File: src/rtl/mips_mem_pkg.sv
// Shared definitions for the CPU-side data memory access path.
// Holds access-size encodings, FSM state type, request record and the alignment predicate.
// No logic here; consumers are mem_access_unit and mem_lane_align.
package mips_mem_pkg;

  localparam logic [1:0] SZ_BYTE = 2'b00;
  localparam logic [1:0] SZ_HALF = 2'b01;
  localparam logic [1:0] SZ_WORD = 2'b10;
  localparam logic [1:0] SZ_BAD  = 2'b11;

  typedef enum logic [1:0] {
    IDLE    = 2'd0,
    RD_WAIT = 2'd1,
    RMW     = 2'd2
  } state_e;

  // Request fields that must survive past the accept cycle. Only the low
  // half of the store data is kept: word stores complete in the accept cycle.
  typedef struct packed {
    logic [1:0]  size;
    logic        uns;
    logic [31:0] addr;
    logic [15:0] wdata;
  } req_t;

  // True when the access cannot be served: half on odd address, word not on
  // a 4-byte boundary, or the reserved size code.
  function automatic logic is_misaligned(input logic [1:0] size, input logic [1:0] off);
    case (size)
      SZ_BYTE: return 1'b0;
      SZ_HALF: return off[0];
      SZ_WORD: return (off != 2'b00);
      default: return 1'b1;
    endcase
  endfunction

endpackage

File: src/rtl/mem_lane_align.sv
// Byte-lane steering between a big-endian memory word and CPU load/store data.
// Latency: purely combinational.
// Backpressure: none; outputs follow inputs every cycle.
module mem_lane_align
  import mips_mem_pkg::*;
(
  input  logic [1:0]  size,
  input  logic        uns,
  input  logic [1:0]  off,
  input  logic [31:0] mem_word,
  input  logic [15:0] wdata,
  output logic [31:0] load_data,
  output logic [31:0] store_word
);

  logic [7:0]  byte_lane;
  logic [15:0] half_lane;
  logic [31:0] mask;
  logic [31:0] ins;
  logic [4:0]  sh;

  // Offset 0 is the most significant lane, so lanes move right as offset grows.
  assign sh = {off, 3'b000};

  // Pick the addressed lane and sign- or zero-extend it.
  always_comb begin
    byte_lane = 8'h00;
    half_lane = off[1] ? mem_word[15:0] : mem_word[31:16];
    case (off)
      2'd0:    byte_lane = mem_word[31:24];
      2'd1:    byte_lane = mem_word[23:16];
      2'd2:    byte_lane = mem_word[15:8];
      default: byte_lane = mem_word[7:0];
    endcase
    case (size)
      SZ_BYTE: load_data = uns ? {24'h000000, byte_lane} : {{24{byte_lane[7]}}, byte_lane};
      SZ_HALF: load_data = uns ? {16'h0000, half_lane} : {{16{half_lane[15]}}, half_lane};
      default: load_data = mem_word;
    endcase
  end

  // Overlay the low byte/half of the store data onto the addressed lane.
  always_comb begin
    mask = 32'h0000_0000;
    ins  = 32'h0000_0000;
    case (size)
      SZ_BYTE: begin
        mask = 32'hFF00_0000 >> sh;
        ins  = {wdata[7:0], 24'h000000} >> sh;
      end
      SZ_HALF: begin
        mask = 32'hFFFF_0000 >> sh;
        ins  = {wdata, 16'h0000} >> sh;
      end
      default: ;
    endcase
    store_word = (mem_word & ~mask) | (ins & mask);
  end

endmodule

File: src/rtl/mem_access_unit.sv
// Load/store sequencer between a CPU request port and a synchronous single-port word memory.
// Latency: word store / fault respond at T+1; loads and sub-word stores (read-merge-write) at T+2.
// Backpressure: req_ready is high only in IDLE; requests offered while busy are ignored.
module mem_access_unit
  import mips_mem_pkg::*;
#(
  parameter int ADDR_WIDTH = 10,
  parameter int DATA_WIDTH = 32
) (
  input  logic                  clk,
  input  logic                  rst,
  input  logic                  req_valid,
  output logic                  req_ready,
  input  logic                  req_we,
  input  logic [1:0]            req_size,
  input  logic                  req_unsigned,
  input  logic [31:0]           req_addr,
  input  logic [DATA_WIDTH-1:0] req_wdata,
  output logic                  resp_valid,
  output logic [DATA_WIDTH-1:0] resp_rdata,
  output logic                  resp_misalign,
  output logic [ADDR_WIDTH-1:0] mem_address,
  output logic [DATA_WIDTH-1:0] mem_dataIn,
  output logic                  mem_WR_RD,
  input  logic [DATA_WIDTH-1:0] mem_dataOut
);

  state_e      state_q, state_d;
  req_t        req_q;
  logic        accept;
  logic        misalign_in;
  logic        word_store;
  logic [31:0] load_data;
  logic [31:0] store_word;
  logic        unused_addr_bits;

  assign req_ready   = (state_q == IDLE);
  assign accept      = req_valid && req_ready;
  assign misalign_in = is_misaligned(req_size, req_addr[1:0]);
  assign word_store  = req_we && (req_size == SZ_WORD);

  // Address bits above the memory size wrap and are deliberately dropped.
  assign unused_addr_bits = ^{req_addr[31:ADDR_WIDTH+2], req_q.addr[31:ADDR_WIDTH+2]};

  mem_lane_align u_align (
    .size       (req_q.size),
    .uns        (req_q.uns),
    .off        (req_q.addr[1:0]),
    .mem_word   (mem_dataOut),
    .wdata      (req_q.wdata),
    .load_data  (load_data),
    .store_word (store_word)
  );

  // Next state and memory port drive; reset always suppresses a write.
  always_comb begin
    state_d     = state_q;
    mem_WR_RD   = 1'b1;
    mem_address = req_q.addr[ADDR_WIDTH+1:2];
    mem_dataIn  = store_word;
    case (state_q)
      IDLE: begin
        mem_address = req_addr[ADDR_WIDTH+1:2];
        mem_dataIn  = req_wdata;
        if (accept && !misalign_in) begin
          if (word_store)   mem_WR_RD = 1'b0;
          else if (req_we)  state_d   = RMW;
          else              state_d   = RD_WAIT;
        end
      end
      RD_WAIT: state_d = IDLE;
      RMW: begin
        mem_WR_RD = 1'b0;
        state_d   = IDLE;
      end
      default: state_d = IDLE;
    endcase
    if (rst) mem_WR_RD = 1'b1;
  end

  // FSM state register.
  always_ff @(posedge clk) begin
    if (rst) state_q <= IDLE;
    else     state_q <= state_d;
  end

  // Capture the request on accept for use in the follow-up cycle.
  always_ff @(posedge clk) begin
    if (rst) begin
      req_q <= '0;
    end else if (accept) begin
      req_q.size  <= req_size;
      req_q.uns   <= req_unsigned;
      req_q.addr  <= req_addr;
      req_q.wdata <= req_wdata[15:0];
    end
  end

  // Completion pulse; read data holds until the next completion.
  always_ff @(posedge clk) begin
    if (rst) begin
      resp_valid    <= 1'b0;
      resp_misalign <= 1'b0;
      resp_rdata    <= '0;
    end else begin
      resp_valid <= 1'b0;
      if (accept && (misalign_in || word_store)) begin
        resp_valid    <= 1'b1;
        resp_misalign <= misalign_in;
        resp_rdata    <= '0;
      end else if (state_q == RD_WAIT) begin
        resp_valid    <= 1'b1;
        resp_misalign <= 1'b0;
        resp_rdata    <= load_data;
      end else if (state_q == RMW) begin
        resp_valid    <= 1'b1;
        resp_misalign <= 1'b0;
        resp_rdata    <= '0;
      end
    end
  end

endmodule
File: config.mk
export PLATFORM = sky130hd
export DESIGN_NAME = mem_access_unit
export DESIGN_NICKNAME = d
export VERILOG_FILES = /design/src/rtl/mips_mem_pkg.sv /design/src/rtl/mem_lane_align.sv /design/src/rtl/mem_access_unit.sv
export SDC_FILE = /design/constraint.sdc
export NUM_CORES = 1
export LEC_CHECK = 0
export CAP_MARGIN = 20
export CORE_UTILIZATION = 45
export CTS_BUF_LIST = sky130_fd_sc_hd__clkbuf_4 sky130_fd_sc_hd__clkbuf_8 sky130_fd_sc_hd__clkbuf_16
export DETAILED_ROUTE_END_ITERATION = 16
export GPL_ROUTABILITY_DRIVEN = 0
export PLACE_DENSITY = 0.83
export REMOVE_ABC_BUFFERS = 1
export SLEW_MARGIN = 0
export SYNTH_ARGS = -nofsm -noshare
export SYNTH_HDL_FRONTEND = slang
export SYNTH_SLANG_ARGS = --single-unit
File: constraint.sdc
create_clock -name clk -period 2.6 [get_ports clk]
set_input_delay 0.52 -clock clk [delete_from_list [all_inputs] [get_ports clk]]
set_output_delay 0.52 -clock clk [all_outputs]
set_load 0.02 [all_outputs]
==> run summary <==
Max Fclk: 393 MHz
global route overflow: 0
ys async rst share: 0
post-synth top area share: 0.302
sequential fraction of the synthesis area: 0.302
Final Hold Slack: 455 ps
Crit path arrival time: 2030 ps
Fin. Hold Viols: 0
Yosys top cell by area: dfxtp_1
num ports: 181
initial antenna violation count: 0
Worst EP required: 2080 ps
met2 wire len: 7980 um
ANT nets after route: 0
total global routing track utilization: 0.314
Area growth syn-to-layout: 49.3%
Startpoint Class: flip-flop
antenna fix cells: 0
top post-synthesis cells by area: dfxtp_1 30%, nand2_1 8.0%, a21oi_1 5.1%
Maximum Capacitance Violations: 0
Final Max Tran Viols: 0
Final Setup Violations: 0
Worst Setup End Kind: output pin
DRC violations left: 0
post-DR wirelength/cell: 18.9 um
placed cell area: 6400 sq um
Tot Pwr: 3.29 mW
slew of the pin with the lowest slew margin: 501 ps
Vias: 5205
first-pass GRT wire length: 25000 um
Top Metal Used: met4
RSZ-0062 raised after global routing: true
Mapped Area: 4450 sq um
Slew Limit Headroom: 0.666
fin util: 0.705
worst hold path type: reg2reg
synth cell count leaders: 95 x nand2_1, 67 x dfxtp_1, 45 x a21oi_1
Final period util: 0.979
drt pass-1 iters: 5
critical path type: reg2out
share of post-route cells with drive strength above 1: 0.210
Clock Latency Late Sink: 350 ps
CTS tree: yes
Iter 0 DRT Violations: 447
status: finished, final reports clean
number of global-route vias before repair: 4883
DIE AREA: 10300 sq um
post-detail-place hpwl: 12000 um
width of the die: 101 um
skew final: 13.5 ps
met3 WL post-DR: 1310 um
total CTS buffers: 9
final wirelength: 16200 um
initial core utilization: 0.472
syn avg cell area: 8.14 sq um
crit path max fanout: 7
met1 wire length: 6470 um
Finished Cell Area: 6640 sq um
nets@finish: 834
Worst-path clk slew: 80 ps
CTS sink cnt: 67
Synth warnings: 0
Netlist cell types: 61
P_leak: 2.69 nW
Synth Instances: 546
Primary FF master, synth: dfxtp_1
I/O Buffers: 160
most frequent cell after synthesis: nand2_1
Period minus WS final: 2550 ps
# rows: 35
CTS root buf: clkbuf_8
routed vias/inst: 6.05
CTS max path bufs: 2
peak supply drop: 0.000286 V
PwrDens: 495 nW/um^2
largest net degree at the start of global routing: 34
H-tree levels: 3
Core Region: 9420 sq um
number of synthesized flops with an enable pin: 0
cts hold-fix bufs: 0
Die H: 101 um
Yosys reg bits: 67
-- power by group --
group	total [mW]	switching, mW	internal [mW]
logic	1.27	0.701	0.572
clock network	0.886	0.412	0.475
registers	1.13	0.0545	1.07
-- layer usage --
metal | global-route usage | vias to the layer above
li1 | - | 2365
met1 | 0.388 | 2485
met2 | 0.538 | 305
met3 | 0.0455 | 50
met4 | 0.144 | 0
met5 | 0 | -
-- what timing repair did --
| action | CTS | global route |
|---|---|---|
| endpoints found under the setup margin | 43 | 38 |
| pin swaps | 1 | 1 |
| gates resized for setup | 74 | 77 |
| cloned | 1 | 0 |
| setup buffers | 2 | 0 |
-- worst max-delay path: stages, from the launching register on --
cell	delay, ps
dfxtp_2	400
nor2b_4	270
xor2_4	170
buf_4	180
a221oi_1	90
o31ai_1	330
clkbuf_2	230
-- placed cells by master, fill, tap and decap left out, types with 7 or more instances in the layout --
| master | instances |
|---|---|
| nand2_1 | 93 |
| buf_4 | 52 |
| o22ai_1 | 9 |
| a22o_1 | 18 |
| a221oi_1 | 12 |
| clkbuf_8 | 10 |
| a221o_1 | 9 |
| inv_1 | 7 |
| mux2i_1 | 13 |
| o21ai_1 | 7 |
| a21oi_1 | 44 |
| mux2_2 | 11 |
| o21ai_0 | 11 |
| a21o_1 | 9 |
| nand2b_1 | 24 |
| nor3_1 | 9 |
| clkbuf_2 | 20 |
| nor2_1 | 34 |
| dfxtp_1 | 63 |
| and3b_1 | 16 |
| nor2b_1 | 8 |
| o31ai_1 | 13 |
| clkdlybuf4s50_1 | 117 |
-- registers in the layout, indices dropped and copies added (netlist names) --
name and cells:
resp_misalign 1, resp_valid 1, resp_rdata 32, req_q 31
state_q 2
-- through the flow --
stage          TNS (ps)  setup slack, ps  cells
5_1_grt           -83.6            -32.9    861
4_1_cts            -307            -47.2    861
6_report              0             53.9    861
3_5_place_dp      -1850             -174    843
2_1_floorplan    -53420             -877    499
3_3_place_gp       -904             -121    843
-- layout make-up --
cell class | count | area, sq um
Fill cell | 726 | 2780
Timing Repair Buffer | 218 | 2000
Clock inverter | 4 | 51.3
Multi-Input combinational cell | 424 | 2910
Clock buffer | 11 | 145
Inverter | 8 | 30.0
Tap cell | 129 | 161
Sequential cell | 67 | 1350
-- kinds of logic (layout without fill, tap and decap cells) --
group / Yosys count / count (layout) / share of synthesized area
fa+ha+maj: 3 / 3 / 0.00844
buf+inv: 55 / 241 / 0.0664
simple gates: 211 / 211 / 0.242
mux: 27 / 27 / 0.0647
flops: 67 / 67 / 0.302
xor+xnor: 1 / 1 / 0.00619
compound gates: 182 / 182 / 0.310
-- path summary, 6_finish.rpt --
check	start	cells after the start	end	slack [ps]
hold reg to reg	req_q[21]	2	req_q[21]	460
setup reg to reg	state_q[1]	9	resp_rdata[31]	460
hold / removal	req_q[21]	2	req_q[21]	460
setup / recovery	req_q[49]	6	mem_dataIn[1]	50
Power figures use the tool's default switching activity.
